`src/rtl/cnt_ctrl_pkg.sv`:
```
// Shared definitions for the arbitrated counter controller: command
// encodings, controller state enum and the default counter width.
package cnt_ctrl_pkg;

    localparam int CNT_W_DEF = 4;

    typedef enum logic [1:0] {
        OP_LOAD   = 2'b00,
        OP_CLEAR  = 2'b01,
        OP_PRESET = 2'b10,
        OP_COUNT  = 2'b11
    } op_e;

    typedef enum logic [1:0] {
        ST_IDLE  = 2'b00,
        ST_EXEC  = 2'b01,
        ST_COUNT = 2'b10
    } state_e;

endpackage

```
`src/rtl/cnt_reg.sv`:
```
// Shared counter register. Synchronous controls with priority
// pre > clr > ld > inc; wrap pulses the cycle after an increment rolls
// the value over from all-ones to zero.
module cnt_reg
    import cnt_ctrl_pkg::*;
#(
    parameter int CNT_W = CNT_W_DEF
) (
    input  logic             clk,
    input  logic             rst_n,
    input  logic             pre,
    input  logic             clr,
    input  logic             ld,
    input  logic             inc,
    input  logic [CNT_W-1:0] ld_val,
    output logic [CNT_W-1:0] cnt_q,
    output logic             wrap
);

    logic [CNT_W-1:0] r_cnt;
    logic             r_wrap;

    // Counter update; only an increment can raise wrap, every other cycle clears it
    always_ff @(posedge clk or negedge rst_n) begin
        if (!rst_n) begin
            r_cnt  <= '0;
            r_wrap <= 1'b0;
        end else begin
            r_wrap <= 1'b0;
            if (pre) begin
                r_cnt <= '1;
            end else if (clr) begin
                r_cnt <= '0;
            end else if (ld) begin
                r_cnt <= ld_val;
            end else if (inc) begin
                r_cnt  <= r_cnt + 1'b1;
                r_wrap <= &r_cnt;
            end
        end
    end

    assign cnt_q = r_cnt;
    assign wrap  = r_wrap;

endmodule

```
`src/rtl/cnt_arb_ctrl.sv`:
```
// Two-requester round-robin controller driving a shared counter.
// A granted command (op/arg) is latched and executed to completion;
// completion is signalled by a one-cycle registered ack to the grantee.
module cnt_arb_ctrl
    import cnt_ctrl_pkg::*;
#(
    parameter int CNT_W = CNT_W_DEF
) (
    input  logic             clk,
    input  logic             rst_n,
    input  logic [1:0]       req,
    input  logic [1:0]       op0,
    input  logic [1:0]       op1,
    input  logic [CNT_W-1:0] arg0,
    input  logic [CNT_W-1:0] arg1,
    output logic [1:0]       ack,
    output logic             busy,
    output logic [CNT_W-1:0] cnt_q,
    output logic             wrap
);

    state_e           r_state;
    op_e              r_op;
    logic [CNT_W-1:0] r_arg;
    logic [CNT_W-1:0] r_rem;
    logic             r_prio;   // 1: requester 1 wins a tie, 0: requester 0 wins
    logic [1:0]       r_gnt;
    logic [1:0]       r_ack;
    logic             r_busy;

    logic [1:0]       w_elig;
    logic [1:0]       w_gnt;
    logic             w_pre;
    logic             w_clr;
    logic             w_ld;
    logic             w_inc;

    // A requester being acked this cycle sits out this arbitration round
    assign w_elig = req & ~r_ack;

    // Round-robin pick between eligible requesters
    always_comb begin
        w_gnt = 2'b00;
        if (w_elig == 2'b11) begin
            w_gnt = r_prio ? 2'b10 : 2'b01;
        end else begin
            w_gnt = w_elig;
        end
    end

    // Controller FSM: latch command on grant, execute, run remaining count, ack
    always_ff @(posedge clk or negedge rst_n) begin
        if (!rst_n) begin
            r_state <= ST_IDLE;
            r_op    <= OP_LOAD;
            r_arg   <= '0;
            r_rem   <= '0;
            r_prio  <= 1'b0;
            r_gnt   <= 2'b00;
            r_ack   <= 2'b00;
            r_busy  <= 1'b0;
        end else begin
            r_ack <= 2'b00;
            case (r_state)
                ST_IDLE: begin
                    if (w_gnt != 2'b00) begin
                        r_gnt   <= w_gnt;
                        r_op    <= op_e'(w_gnt[1] ? op1 : op0);
                        r_arg   <= w_gnt[1] ? arg1 : arg0;
                        r_prio  <= w_gnt[0];
                        r_state <= ST_EXEC;
                        r_busy  <= 1'b1;
                    end
                end
                ST_EXEC: begin
                    if (r_op == OP_COUNT && r_arg != '0) begin
                        r_rem   <= r_arg;
                        r_state <= ST_COUNT;
                    end else begin
                        r_ack   <= r_gnt;
                        r_state <= ST_IDLE;
                        r_busy  <= 1'b0;
                    end
                end
                ST_COUNT: begin
                    r_rem <= r_rem - 1'b1;
                    if (r_rem == CNT_W'(1)) begin
                        r_ack   <= r_gnt;
                        r_state <= ST_IDLE;
                        r_busy  <= 1'b0;
                    end
                end
                default: begin
                    r_state <= ST_IDLE;
                    r_busy  <= 1'b0;
                end
            endcase
        end
    end

    // Counter controls come straight from the latched command and state
    assign w_pre = (r_state == ST_EXEC) && (r_op == OP_PRESET);
    assign w_clr = (r_state == ST_EXEC) && (r_op == OP_CLEAR);
    assign w_ld  = (r_state == ST_EXEC) && (r_op == OP_LOAD);
    assign w_inc = (r_state == ST_COUNT);

    cnt_reg #(.CNT_W(CNT_W)) u_cnt_reg (
        .clk    (clk),
        .rst_n  (rst_n),
        .pre    (w_pre),
        .clr    (w_clr),
        .ld     (w_ld),
        .inc    (w_inc),
        .ld_val (r_arg),
        .cnt_q  (cnt_q),
        .wrap   (wrap)
    );

    assign ack  = r_ack;
    assign busy = r_busy;

endmodule
```
`config.mk`:
```
export PLATFORM = sky130hd
export DESIGN_NAME = cnt_arb_ctrl
export DESIGN_NICKNAME = d
export VERILOG_FILES = /design/src/rtl/cnt_ctrl_pkg.sv /design/src/rtl/cnt_reg.sv /design/src/rtl/cnt_arb_ctrl.sv
export SDC_FILE = /design/constraint.sdc
export NUM_CORES = 1
export LEC_CHECK = 0
export CAP_MARGIN = 0
export CORE_ASPECT_RATIO = 0.8
export CORE_MARGIN = 3
export CORE_UTILIZATION = 46
export DETAILED_ROUTE_END_ITERATION = 7
export PLACE_DENSITY = 0.86
export SLEW_MARGIN = 15
export SYNTH_ARGS = -nofsm -noshare
export SYNTH_HDL_FRONTEND = slang
export SYNTH_SLANG_ARGS = --single-unit
```
`constraint.sdc`:
```
create_clock -name clk -period 1.6 [get_ports clk]
set_input_delay 0.32 -clock clk [delete_from_list [all_inputs] [get_ports clk]]
set_output_delay 0.32 -clock clk [all_outputs]
set_load 0.01 [all_outputs]
```
== Word level (Yosys, flattened, before mapping) ==
Cells that the tools add are included.
W data, S select, Z words.

* Bits in registers: 23
* Bits of input ports: 16
* Output and inout port bits: 8
* Word-level logic and storage cells: 65

* Add/sub/neg operators: 2
* Equality and inequality tests: 11
* Multiplexer cells: 25
* Bitwise operators: 2
* Reduce and logical (&&, ||, !) cells: 15

{| class="wikitable"
|+ Operator list
! operator !! number
|-
| $mux W4 || 6
|-
| $mux W2 || 8
|-
| $eq A2 B2 Y1 const B || 4
|-
| $ne A2 B2 Y1 const B || 4
|-
| $pmux W4 S2 || 1
|-
| $reduce_bool A4 Y1 || 2
|-
| $mux W1 || 7
|-
| $pmux W2 S3 || 1
|-
| $reduce_and A2 Y1 || 3
|-
| $add A4 B1 Y4 const B || 1
|-
| $eq A2 B1 Y1 const B || 2
|-
| $eq A4 B1 Y1 const B || 1
|-
| $logic_and A1 B1 Y1 || 4
|-
| $logic_not A2 Y1 || 2
|-
| $pmux W2 S2 || 1
|-
| $reduce_and A4 Y1 || 1
|-
| $reduce_bool A2 Y1 || 2
|-
| $sub A4 B1 Y4 const B || 1
|-
| $pmux W1 S3 || 1
|-
| $reduce_and A3 Y1 || 1
|-
| $and A2 B2 Y2 || 1
|-
| $not A2 Y2 || 1
|}

== Longest topological paths before layout ==
Gate-level depths: netlist of the first run.

* Word-level depth: 7
* Mapped depth: 8
* Mapped depth without buffers: 6

== Cells and area by module ==
A second synthesis of the first run with hierarchy kept.

* Cell total of the unflattened synthesis: 143
* Area total of the unflattened synthesis: 1398.8 µm²

{| class="wikitable"
|+ Modules (own cells, without submodules)
! module !! times used !! cells each !! area each (µm²) !! sequential area each (µm²)
|-
| cnt_arb_ctrl || 1 || 110 || 1063.5 || 425.4
|-
| cnt_reg || 1 || 33 || 335.3 || 125.1
|}

== Worst setup path before layout of the first run ==
Ideal clock, no wire load.

* Kind: register to register
* Start point: register r_arg[2]
* End point: register r_rem[3]
* Setup time: 0.124 ns
* Data arrival time: 1.579 ns
* Data required time: 1.476 ns
* Setup slack: -0.103 ns
* Stages on the path, launching flop included: 6
* Path buffers: 1
* Period minus slack after synthesis: 1.703 ns
* Path through: dfrtp_1 or4_4 nor2b_4 buf_6 a21o_1 a211o_1

* Cells in the longest elaborated chain, start to end: 4

{| class="wikitable"
|+ RTL lines
! item !! RTL line !! source
|-
| from (decl) || cnt_arb_ctrl.sv:24 || <nowiki>logic [CNT_W-1:0] r_arg;</nowiki>
|-
| from (signal assigned) || cnt_arb_ctrl.sv:69 || <nowiki>r_arg <= w_gnt[1] ? arg1 : arg0;</nowiki>
|-
| $reduce_bool A4 Y1 || cnt_arb_ctrl.sv:76 || <nowiki>if (r_op == OP_COUNT && r_arg != '0) begin</nowiki>
|-
| $logic_and A1 B1 Y1 || cnt_arb_ctrl.sv:76 ||
|-
| $ne A2 B2 Y1 (no line) || -- ||
|-
| $reduce_and A2 Y1 (no line) || -- ||
|-
| to (signal assigned) || cnt_arb_ctrl.sv:77 || <nowiki>r_rem <= r_arg;</nowiki>
|-
| to (signal assigned) || cnt_arb_ctrl.sv:86 || <nowiki>r_rem <= r_rem - 1'b1;</nowiki>
|-
| to (decl) || cnt_arb_ctrl.sv:25 || <nowiki>logic [CNT_W-1:0] r_rem;</nowiki>
|}

Every way passes these cells.
A chain may end at the register's enable or synchronous reset.

== Final worst setup path of the first run ==
* Start point: register r_arg[3]
* End point: register r_rem[0]

Same word-level chain as after synthesis.

==> results of run 1 <==
-- worst register-to-register path, stage by stage, from the launching register on --
cell,delay [ps]
dfrtp_1,430
or4_4,580
nand3_2,130
a31oi_1,100
or3_1,370
-- power by group through the flow --
stage	sequential, mW	clock (mW)	combinational (mW)
floorplan	1.03	0	1.17
global placement	1.01	0	1.88
detailed placement	1.03	0	2.00
CTS	1.01	0.439	2.11
global route	1.06	0.476	2.44
finish	1.03	0.454	2.24
-- per-stage QoR --
step	std cells	TNS (ps)
detailed placement	214	-1200
global route	223	-672
global placement	214	-332
finish	223	-482
floorplan	140	-112
CTS	221	-75.5
-- repair_timing --
action,in CTS,in global routing
gates resized for setup,4,11
endpoints found under the setup margin,9,21
setup buffers,3,2
-- worst min-delay path by stage --
stage,slack (ps),depth (start not counted),end,from
finish,310,2,u_cnt_reg.cnt_q[1],rst_n
global route,330,2,u_cnt_reg.cnt_q[2],rst_n
CTS,340,2,u_cnt_reg.cnt_q[1],rst_n
detailed placement,520,1,ack[1],r_gnt[1]
global placement,480,1,r_gnt[1],r_gnt[1]
floorplan,20,0,ack[0],rst_n
-- cells in the mapped netlist, types with 2 or more instances --
master	instances	area share [%]
dfrtp_1	22	42
nand2_1	14	4.0
o21ai_0	13	5.0
nor2_1	12	3.4
inv_1	8	2.3
mux2i_1	8	6.1
ha_1	6	5.7
a21oi_1	5	1.9
nor2b_1	5	2.4
clkbuf_1	4	1.1
nand4_1	4	1.9
and3_1	3	1.4
nand3_1	3	1.1
o22ai_1	3	1.4
a31oi_1	2	0.95
o22a_1	2	1.3
xor2_1	2	1.3
-- state kept, by name, indices dropped and copies added (netlist names) --
register	flops
r_gnt	2
r_rem	4
busy	1
ack	2
r_arg	4
r_op	2
u_cnt_reg.cnt_q	4
r_state	2
u_cnt_reg.wrap	1
-- layout make-up --
type | count | area [sq um] | share of cell area (%)
sequential | 22 | 551 | 29.7
inverter | 8 | 30.0 | 1.62
multi-input combinational | 104 | 738 | 39.8
clock buffer | 3 | 22.5 | 1.21
clock inverter | 1 | 30.0 | 1.62
timing repair buffer | 49 | 438 | 23.6
tap | 36 | 45.0 | 2.43
-- layer usage --
layer	up-vias	routed length, microns	track usage (%)
met5	-	0	0
met4	0	80	6.55
met3	11	265	5.22
met2	56	1830	39.6
met1	621	1520	24.3
li1	595	-	-
-- logic make-up (layout without fill, tap and decap cells) --
kind of cell             after synthesis  after routing  share of synthesized area, %
XOR/XNOR                               3              3                          2.01
flip-flops                            22             22                          42.0
AO/OA/AOI/OAI                         37             37                          18.7
buffers and inverters                 14             61                          4.68
adder cells (fa/ha/maj)                6              6                          5.73
multiplexers                          10             10                          8.12
AND/OR/NAND/NOR                       48             48                          18.7
==> flow_summary.yaml, run 1 <==
run_status:
  status: "finished with violations"
  violations: "negative setup slack"
sta:
  clock.fmax_mhz: 583
  worstMarginPinSlew_ps: 364
  report.final.setup_viol: 7
  finalWorstSetupSlack_ps: -114
  holdWs_ps: 314
  relSlewSlack_pct: 75.5
  drv_slew: 0
  fin_crit_sh_pct: 107
  rsz0062_at_grt: "true"
  finalHoldViolCount: 0
  period_minus_slack_ps: 1710
  fin_worst_skew_ps: 3.43
setup_path:
  startpoint_type: "register"
  critPathLaunch: "r_arg[3]"
  worstPathCellList: "or4_4 > nand3_2 > a31oi_1 > or3_1"
  path_delay_family: "simple AND/OR/NAND/NOR gates"
  r2r-end: "r_rem[0]"
  path_buf_inv: 0
  cp-end-kind: "register"
  slowest_delay_ps: 580
  reg2reg_depth: 4
  crit_path_top_delay_cell: "or4_4"
  r2r_start: "r_arg[3]"
  crit_cells: 4
  worstSetupEndpoint: "r_rem[0]"
  required_ps: 1830
  arrival_ps: 1950
  cp_max_fo: 3
  rrSetupSlack_ps: -110
  criticalPathCategory: "reg2reg"
synth:
  seq_area_frac_synth_pct: 42.0
  syn-cell-area_sq_um: 1310
  yosys_register_bits: 22
  ys_types: 41
  syn_nets: 162
  ys.flop_type: "dfrtp_1"
  synth-warning-count: 0
  async_flop_share_pct: 100
  synth_cells: 140
  synth_edf_count: 0
  avgSynthCellArea_sq_um: 9.36
global_route:
  antenna_found_initial: 0
  grt_pass1_wl_microns: 5690
  overflow: 0
  grt_use_total_pct: 21.3
  first_global_vias: 1287
  grt_max_degree: 23
pwr:
  comb_power_share_pct: 60.1
  power.leakage_nw: 0.905
  intPower_mw: 2.20
  p_seq_share_pct: 27.7
  power.density_nw_per_um2: 2010
  p_total_mw: 3.73
  peakVddDrop_mv: 0.987
  swShare_pct: 41.0
  p_clk_share_pct: 12.2
  p_sw_mw: 1.53
die:
  core.rowCount: 16
  die_w_microns: 65.7
  die-area_sq_um: 3530
  io-pin-count: 24
  floorplan.initialDensity_pct: 50.7
  core_sq_um: 2580
  fp.dieH_microns: 53.7
cells_and_area:
  mostFrequentLayoutCell: "buf_4"
  nets: 210
  utilization_pct: 71.8
  diodes: 0
  final_area_sq_um: 1850
  layout-drive-gt1-share_pct: 23.0
  syn_to_final_growth_pct: 41.5
  fillCellCount: 178
  final_cell_mix: "buf_4 (26), dfrtp_1 (22), clkdlybuf4s50_1 (18)"
detailed_routing:
  drc_errors: 0
  wl_per_cell_microns: 16.6
  dr_total_vias: 1283
  final_antenna_net_count: 0
  wl_microns: 3690
  via_per_inst: 5.75
  first_pass_iters: 4
  dr.first_iter.drc_count: 71
placement:
  gp_congestion: 0.868
  place_ws_ps: -153
  dp_hpwl_microns: 2450
  numPortBuffers: 23
  dpl_cell_area_sq_um: 1710
clock_network:
  clock_path_buffers: 2
  clock_sinks: 22
  ctsHoldBuffers: 0
  cts_buffers: 3
  clock_latency_ps: 340
  cts_tree: "done"
  clock-root-buffer: "clkbuf_4"
  h-tree-depth: 1
  clkTransAtPathRegs_ps: 130
flow_run:
  drv_cap: 0
hold_path:
  min_path_type: "in2async"
Power figures use the tool's default switching activity.
==> run 2, diff against run 1 <==
CORE_MARGIN = 2   (was 3)
==> run 2 against run 1 <==
The run still ends with negative setup slack left. Clock power is 2% lower. Maximum frequency is 1.2% higher. Total power is 2.2% higher. Core utilization is 3.2 points lower. Final cell count is 1.8% higher. Die area is 6.7% lower. Hold slack better by 24 ps. Count of clock-buffer cells in the layout stayed put. Highest routed layer unchanged.
==> flow_summary.yaml, run 2 (same netlist as run 1, synthesis figures left out) <==
detailed_routing:
  drc_errors: 0
  wl_per_cell_microns: 16.4
  dr_total_vias: 1280
  dr.first_iter.drc_count: 88
  first_pass_iters: 4
  final_antenna_net_count: 0
  via_per_inst: 5.64
  wl_microns: 3730
setup_path:
  reg2reg_depth: 4
  arrival_ps: 1910
  criticalPathCategory: "reg2reg"
  path_buf_inv: 0
  r2r_start: "r_arg[0]"
  cp-end-kind: "register"
  rrSetupSlack_ps: -90
  r2r-end: "r_rem[0]"
  cp_max_fo: 3
  path_delay_family: "simple AND/OR/NAND/NOR gates"
  required_ps: 1810
  slowest_delay_ps: 570
  startpoint_type: "register"
  worstPathCellList: "or4_4 > nand3_4 > a31oi_1 > or3_1"
  crit_path_top_delay_cell: "or4_4"
hold_path:
  min_path_type: "in2async"
sta:
  clock.fmax_mhz: 591
  drv_slew: 0
  fin_worst_skew_ps: 2.54
  rsz0062_at_grt: "true"
  relSlewSlack_pct: 79.2
  finalWorstSetupSlack_ps: -93.0
  fin_crit_sh_pct: 106
  period_minus_slack_ps: 1690
  report.final.setup_viol: 3
  worstMarginPinSlew_ps: 309
  finalHoldViolCount: 0
  tns_ps: -216
global_route:
  met2_usage_pct: 40.0
  top_usage_layer: "met2"
  grt_use_total_pct: 21.8
  antenna_found_initial: 0
  grt_pass1_wl_microns: 5620
  use_met3_pct: 4.98
  overflow: 0
  grt_max_degree: 23
  first_global_vias: 1265
  met1_usage_pct: 26.4
pwr:
  power.density_nw_per_um2: 2030
  power.leakage_nw: 0.882
  peakVddDrop_mv: 1.01
die:
  core.rowCount: 17
  io-pin-count: 24
  die-area_sq_um: 3290
  fp.dieH_microns: 51.7
  die_w_microns: 63.7
  core_sq_um: 2740
  floorplan.initialDensity_pct: 47.7
cells_and_area:
  mostFrequentLayoutCell: "buf_4"
  diodes: 0
  multi_input_area_sq_um: 756
  syn_to_final_growth_pct: 43.6
  stdcell_count: 227
  nets: 212
  fillCellCount: 193
  regArea_sq_um: 551
  layout-drive-gt1-share_pct: 25.4
  final_cell_mix: "buf_4 (28), dfrtp_1 (22), clkdlybuf4s50_1 (21)"
placement:
  numPortBuffers: 23
  place_inst: 216
  dp_hpwl_microns: 2440
  gp_congestion: 0.929
clock_network:
  ctsHoldBuffers: 0
  cts_buffers: 3
  cts_tree: "done"
  h-tree-depth: 1
  clock_sinks: 22
  clock-root-buffer: "clkbuf_4"
  clock_path_buffers: 2
  clkTransAtPathRegs_ps: 140
  clock_latency_ps: 320
run_status:
  violations: "negative setup slack"
  status: "finished with violations"
flow_run:
  drv_cap: 0
run 2: layout make-up:
cell class | instances | share of cell area (%)
Timing Repair Buffer | 51 | 23.7
Sequential cell | 22 | 29.3
Tap cell | 38 | 2.53
Inverter | 8 | 1.60
Clock buffer | 3 | 1.20
Clock inverter | 1 | 1.60
Multi-Input combinational cell | 104 | 40.2
run 2: per-layer routing:
metal,wire [microns],vias to the layer above
met5,0,-
met4,80,0
met3,214,10
met2,1880,56
met1,1550,619
li1,-,595
run 2: worst max-delay path by stage:
stage / to / slack, ps / cells after the start / start
after floorplan: r_rem[3] / -70 / 5 / r_arg[3]
after global placement: r_op[1] / -90 / 6 / req[1]
after detailed placement: r_op[1] / -180 / 6 / req[1]
after CTS: r_rem[0] / -70 / 4 / r_arg[0]
after global routing: r_rem[3] / -120 / 4 / r_arg[0]
final: r_rem[0] / -90 / 4 / r_arg[0]
run 2: through the flow:
step / util [%] / worst slack (ps) / total power [mW] / hold WS (ps) / cell area [sq um]
floorplan: - / -68.6 / 2.20 / 24.4 / 1310
global placement: 62.5 / -86.3 / 2.88 / 482 / 1710
detailed placement: 62.5 / -176 / 3.02 / 508 / 1710
CTS: 65.8 / -73.4 / 3.56 / 352 / 1810
global route: 68.6 / -124 / 4.04 / 352 / 1880
finish: 68.6 / -93.0 / 3.81 / 338 / 1880
run 2: what timing repair did:
action	CTS	global route
setup endpoints to repair	12	15
pin swaps	2	3
gates resized for setup	4	13
setup buffers	4	3
run 2: report_power, final:
part	internal [mW]	total (mW)	leakage, nW	switching (mW)
Sequential	0.805	1.01	0.272	0.205
Clock	0.253	0.443	0.0279	0.190
Combinational	1.20	2.36	0.582	1.16
==> run 3, diff against run 2 <==
CTS_CLUSTER_DIAMETER = 60   (was not set)
clock period = 1.4 ns   (was 1.6 ns; I/O delays follow)
==> run 3 against run 2 <==
The run still ends with negative setup slack left. Design area rose by 6.9%. Clock power down 33%. Via count increased by 8.5%. Count of clock-buffer cells in the layout did not move. Sequential power grew 13%. Non-clock buffer count up 14. Critical endpoint is now r_rem[3].
==> flow_summary.yaml, run 3 (same netlist as run 1, synthesis figures left out) <==
setup_path:
  cp-end-kind: "register"
  criticalPathCategory: "reg2reg"
  reg2reg_depth: 4
  startpoint_type: "register"
  cp_max_fo: 7
  arrival_ps: 1870
  required_ps: 1610
pwr:
  power.density_nw_per_um2: 2330
  power.leakage_nw: 0.973
  peakVddDrop_mv: 1.37
placement:
  dpl_cell_area_sq_um: 1800
  place_inst: 226
  numPortBuffers: 23
  place_ws_ps: -269
  gp_congestion: 0.874
  dp_hpwl_microns: 2520
clock_network:
  clock-root-buffer: "clkbuf_4"
  h-tree-depth: 1
  cts_tree: "done"
  clock_path_buffers: 2
  clock_sinks: 22
  clock_latency_ps: 310
  cts_buffers: 3
  clkTransAtPathRegs_ps: 120
cells_and_area:
  diodes: 0
  utilization_pct: 73.3
  stdcell_count: 240
  regArea_sq_um: 551
  fillCellCount: 159
  nets: 226
  mostFrequentLayoutCell: "buf_4"
  final_cell_mix: "buf_4 (34), dfrtp_1 (22), clkdlybuf4s50_1 (15)"
  layout-drive-gt1-share_pct: 33.2
  final_area_sq_um: 2010
  multi_input_area_sq_um: 796
  syn_to_final_growth_pct: 53.6
global_route:
  first_global_vias: 1387
  overflow: 0
  grt_pass1_wl_microns: 6360
  grt_use_total_pct: 25.2
  grt_max_degree: 23
  antenna_found_initial: 0
sta:
  drv_slew: 0
  worstMarginPinSlew_ps: 360
  rsz0062_at_grt: "true"
  fin_worst_skew_ps: 1.19
  finalWorstSetupSlack_ps: -258
  period_minus_slack_ps: 1660
  clock.fmax_mhz: 603
  finalHoldViolCount: 0
  relSlewSlack_pct: 75.8
  report.final.setup_viol: 10
  fin_crit_sh_pct: 118
detailed_routing:
  wl_microns: 4030
  final_antenna_net_count: 0
  drc_errors: 0
  first_pass_iters: 4
  dr_total_vias: 1389
  wl_per_cell_microns: 16.8
  via_per_inst: 5.79
  dr.first_iter.drc_count: 90
run_status:
  violations: "negative setup slack"
  status: "finished with violations"
hold_path:
  min_path_type: "in2async"
die:
  die_w_microns: 63.7
  die-area_sq_um: 3290
  fp.dieH_microns: 51.7
  core.rowCount: 17
  core_sq_um: 2740
  floorplan.initialDensity_pct: 47.7
  io-pin-count: 24
flow_run:
  drv_cap: 0
-- run 3: cell type report --
class	count	share of cell area, %
clock buffers	3	1.12
inverters	8	1.49
multi-input cells	104	39.6
flip-flops and latches	22	27.4
well taps	38	2.36
repair buffers	65	28.1
-- run 3: per-stage QoR --
step | hold slack, ps | power [mW] | TNS, ps
floorplan | -15.6 | 2.56 | -1320
CTS | 305 | 4.32 | -1570
global placement | 483 | 3.53 | -3360
finish | 299 | 4.68 | -1760
global route | 354 | 4.97 | -2280
detailed placement | 502 | 3.68 | -4230
-- run 3: final timing paths --
check	from	end	slack, ps
worst max-delay path	r_arg[2]	r_rem[3]	-260
worst min-delay path	rst_n	r_arg[3]	300
worst max register to register	r_arg[2]	r_rem[3]	-260
worst min register to register	r_gnt[0]	r_gnt[0]	520
max in group asynchronous	rst_n	r_arg[0]	870
min in group clk	r_gnt[0]	r_gnt[0]	520
-- run 3: worst max-delay path: stages (launching register included) --
cell and delay [ps]:
dfrtp_1 400, or4_4 570, nor2b_4 180, a21o_1 170, a211o_1 250
-- run 3: timing repair --
action,in CTS,in global routing
setup endpoints to repair,21,18
buffers inserted,7,5
resized for setup,29,12
endpoints found under the hold margin,0,0
hold buffers,0,0
pin swaps,7,3
-- run 3: routing by layer --
| layer | vias to the layer above | track usage (%) | part of all wire [%] |
|---|---|---|---|
| li1 | 625 | - | - |
| met5 | - | 0 | 0 |
| met3 | 20 | 4.55 | 7.3 |
| met2 | 85 | 44.0 | 47 |
| met4 | 0 | 12.0 | 3.9 |
| met1 | 659 | 30.5 | 42 |
-- run 3: power by group --
part           switching, mW  leakage [nW]  total (mW)  internal [mW]
sequential             0.216         0.272        1.14          0.921
combinational           1.56         0.687        3.25           1.69
clock                  0.195        0.0138       0.296          0.101
==> RTL change 1: new RTL, config.mk and constraints of run 1 <==
Set the package constant `CNT_W_DEF` to 5 (it was 4).
--- a/src/rtl/cnt_ctrl_pkg.sv
+++ b/src/rtl/cnt_ctrl_pkg.sv
@@ -4,3 +4,3 @@
 
-    localparam int CNT_W_DEF = 4;
+    localparam int CNT_W_DEF = 5;
 
Ports: changed (resized arg0, arg1 and cnt_q); port bits go from 24 to 27. No check against the original RTL was run, so the function may have changed too.
==> RTL change 1 against run 1 <==
Routed wire length is 10% lower; total power grew 4.5%; sequential share of layout area up 0.76 points; setup slack about the same; core utilization up 0.28 points; the run still ends with setup timing left; first-iteration DRC count shrank 45%; sequential cell count increased by 3; sequential power up 18%; critical path depth up 2; design area up 11%; clock power decreased by 16%; synthesized area is 9.1% higher.
==> RTL change 1: results (changes against run 1) <==
outcome -> finished with violations
violated checks -> setup timing
Post-Syn Instances -> 147 (+5.0%)
Leakage -> 0.000870 µW (-4.0%)
initial antenna violation count -> 0 (unchanged)
top cells by area, synth -> dfrtp_1 (44%), mux2i_1 (6.3%), ha_1 (6.1%), o21ai_0 (4.6%), nand2_1 (4.2%)
worst r2r dst -> busy
Clock Path Buffers -> 2 (unchanged)
Max stage delay on crit path -> 490 ps (-90 ps)
routability congestion estimate -> 0.808 (-6.9%)
pre-CTS WS -> -166 ps (-13.6 ps)
detailed placement HPWL -> 2510 µm (+2.4%)
register area share after synthesis -> 0.438 (+0.0176)
slowest CP cell -> or4b_4
worst r2r path cells -> 6 (+2)
distinct cell type count after synthesis -> 41 (unchanged)
Post-Syn Nets -> 172 (+6.2%)
Num CTS Buffers -> 3 (unchanged)
final setup violation count -> 2 (-5)
top post-synthesis cells by count -> dfrtp_1 (25), nand2_1 (16), o21ai_0 (13), a21oi_1 (9), mux2i_1 (9)
hold buffers post-CTS -> 0 (unchanged)
worst r2r src -> r_rem[1]
CTS H-tree depth -> 1 (unchanged)
WL/cell -> 14.2 µm (-14%)
Worst Setup SP -> r_rem[1]
largest net degree at the start of global routing -> 26 (+13%)
DR vias -> 1,282 (-0.078%)
GRT Util Overall -> 0.188 (-0.0244)
I/O Buffers -> 26 (+13%)
fraction of layout cells with a size suffix above 1 -> 0.246 (+0.0162)
Data arrival, critical path -> 1880 ps (-70 ps)
Worst-Margin Slew -> 329 ps (-34.8 ps)
CP max FO -> 2 (-1)
Synth Warn # -> 0 (unchanged)
final std cells w/o fill -> 233 (+4.5%)
Setup Skew -> 6.19 ps (+2.76 ps)
Clock transition at path regs -> 90 ps (-40 ps)
Post-synth ARST share -> 1.00 (unchanged)
DRT iter0 DRCs -> 39 (-45%)
Clock Latency Late Sink -> 270 ps (-70 ps)
Hold Crit Class -> in -> async
Pre-antenna DRT Iters -> 4 (unchanged)
# diodes -> 0 (unchanged)
Top Family by Delay on Critical Path -> simple AND/OR/NAND/NOR gates
first-pass GRT wire length -> 5580 µm (-1.8%)
fill cell count -> 215 (+21%)
final worst slack -> -114 ps (-0.231 ps)
Nets -> 221 (+5.2%)
worst vdd ir -> 0.899 mV (-8.9%)
root buffer cell -> clkbuf_8
-- RTL change 1: cell types whose count changed after synthesis, moves of 3 or more --
cell and delta:
dfrtp_1 +3, nand4_1 -3, nor2_1 -9, nand2b_1 +7, a21oi_1 +4, a22oi_1 +4
-- RTL change 1: where the power goes --
group | switching (µW) | internal [µW]
Sequential | 289 | 932
Clock | 205 | 177
Combinational | 1070 | 1230
-- RTL change 1: timing repair --
item / CTS / global route
endpoints found under the hold margin: 0 / 0
pin swaps: 1 / 2
gates resized for setup: 11 / 15
buffers inserted: 3 / 1
endpoints found under the setup margin: 6 / 17
-- RTL change 1: worst max-delay path by stage --
stage | cells after the start | to | slack, ps
finish | 6 | busy | -110
global route | 6 | busy | -150
CTS | 6 | busy | -60
detailed placement | 6 | r_op[1] | -170
global placement | 5 | busy | -100
floorplan | 6 | busy | -1
-- RTL change 1: metal layers --
metal | wire (µm) | track usage | vias to the layer above
met3 | 143 | 0.0424 | 7
li1 | - | - | 624
met2 | 1660 | 0.320 | 26
met4 | 39 | 0.0283 | 0
met5 | 0 | 0 | -
met1 | 1470 | 0.246 | 625
-- RTL change 1: cell type report --
cell class                 count  area (µm²)  share of cell area
clock buffer                   3        41.3              0.0201
clock inverter                 1        7.51             0.00365
inverter                       7        26.3              0.0128
multi-input combinational    109         847               0.412
sequential                    25         626               0.305
tap                           38        47.5              0.0231
timing repair buffer          50         459               0.224
-- RTL change 1: kinds of logic (layout without fill, tap and decap cells) --
kind of cell | Yosys count | in the layout | share of synthesized area
flip-flops | 25 | 25 | 0.438
AND/OR/NAND/NOR | 50 | 50 | 0.190
buffers and inverters | 13 | 61 | 0.0385
AO/OA/AOI/OAI | 41 | 41 | 0.197
XOR/XNOR | 2 | 2 | 0.0123
multiplexers | 9 | 9 | 0.0630
adder cells (fa/ha/maj) | 7 | 7 | 0.0613
-- RTL change 1: per-stage QoR --
stage	TNS, ps	hold slack [ps]	cell area, µm²	power (µW)
floorplan	-1.38	24.4	1430	2350
global placement	-852	470	1870	3100
detailed placement	-1360	488	1870	3210
CTS	-59.5	409	1980	3710
global route	-382	426	2050	4240
finish	-168	395	2050	3900
==> RTL change 2: new RTL, flow settings as in run 1 <==
Without the edit above. Re-encode `state_e` (3 states) as one-hot, 3 bits wide.
--- a/src/rtl/cnt_ctrl_pkg.sv
+++ b/src/rtl/cnt_ctrl_pkg.sv
@@ -13,6 +13,6 @@
 
-    typedef enum logic [1:0] {
-        ST_IDLE  = 2'b00,
-        ST_EXEC  = 2'b01,
-        ST_COUNT = 2'b10
+    typedef enum logic [2:0] {
+        ST_IDLE  = 3'b001,
+        ST_EXEC  = 3'b010,
+        ST_COUNT = 3'b100
     } state_e;
Function: no difference found for any inputs over 10 cycles, from zero or initial values and one cycle with rst_n low; not proved beyond that.
==> RTL change 2 against run 1 <==
Largest power group unchanged; design area fell by 9.0%; synthesized area fell by 9.5%; setup slack better by 150 ps; total power down 24%; sequential cell count up 1; routed wire length decreased by 24%; synthesized cell count fell by 15%; critical endpoint is now busy.
==> RTL change 2: results (changes against run 1) <==
top post-synthesis cells by count -> dfrtp_1 (22), nand2_1 (12), nor2_1 (8), o21ai_0 (8), mux2i_1 (7)
combinational power -> 1550 µW (-31%)
setup bufs post-CTS -> 4 (+1)
first-pass GRT wire length -> 4740 µm (-17%)
grt met3 use -> 0.0484 (-0.00384)
GRT Util Overall -> 0.188 (-0.0247)
post_cts resized -> 3 (-1)
number of global-route vias before repair -> 1,068 (-17%)
pre-CTS WS -> -77.4 ps (+75.3 ps)
Max stage delay on crit path -> 430 ps (-150 ps)
final WL -> 2800 µm (-24%)
routability congestion estimate -> 0.829 (-4.5%)
final std cells w/o fill -> 194 (-13%)
WHS -> 328 ps (+14.0 ps)
register area share after synthesis -> 0.486 (+0.0660)
DRT iter0 DRCs -> 38 (-46%)
initial antenna violation count -> 0 (unchanged)
Nets -> 180 (-14%)
Data arrival, critical path -> 1790 ps (-160 ps)
R2R setup slack -> 30 ps (+150 ps)
Sw Ratio -> 0.386 (-0.0240)
Setup Skew -> 3.40 ps (-0.0274 ps)
distinct cell type count after synthesis -> 39 (-4.9%)
Clock group -> 274 µW (-40%)
via density per instance -> 5.47 (-4.9%)
top cells by area, synth -> dfrtp_1 (46%), mux2i_1 (5.9%), nand2_1 (3.8%), o21ai_0 (3.4%), ha_1 (3.2%)
largest net degree at the start of global routing -> 24 (+4.3%)
metal3 WL -> 164 µm (-38%)
met2 Usage GRT -> 0.338 (-0.0580)
Post-Route M1 WL -> 1180 µm (-22%)
worst r2r src -> r_state[0]
Post-Syn Nets -> 138 (-15%)
fraction of layout cells with a size suffix above 1 -> 0.263 (+0.0326)
metal2 WL -> 1400 µm (-23%)
CP max FO -> 6 (+3)
Leakage -> 0.000794 µW (-12%)
outcome -> completed
-- RTL change 2: cell type report --
cell class | instances | area, µm²
Timing Repair Buffer | 43 | 400
Clock inverter | 1 | 5.00
Multi-Input combinational cell | 86 | 624
Inverter | 4 | 15.0
Sequential cell | 23 | 577
Fill cell | 169 | 603
Tap cell | 34 | 42.5
Clock buffer | 3 | 22.5
-- RTL change 2: logic make-up after synthesis --
group | after synthesis | synth area share
compound gates | 28 | 0.157
fa+ha+maj | 3 | 0.0316
buf+inv | 10 | 0.0348
flops | 23 | 0.486
mux | 8 | 0.0686
simple gates | 47 | 0.222
-- RTL change 2: worst max path at each step --
stage,slack [ps],to,start,cells after the start
2_1_floorplan,-60,busy,r_state[1],6
4_1_cts,10,ack[1],r_arg[1],5
3_5_place_dp,-80,r_arg[1],req[1],5
5_1_grt,-30,busy,r_state[0],4
3_3_place_gp,-30,r_op[0],req[1],5
6_report,30,busy,r_state[0],4
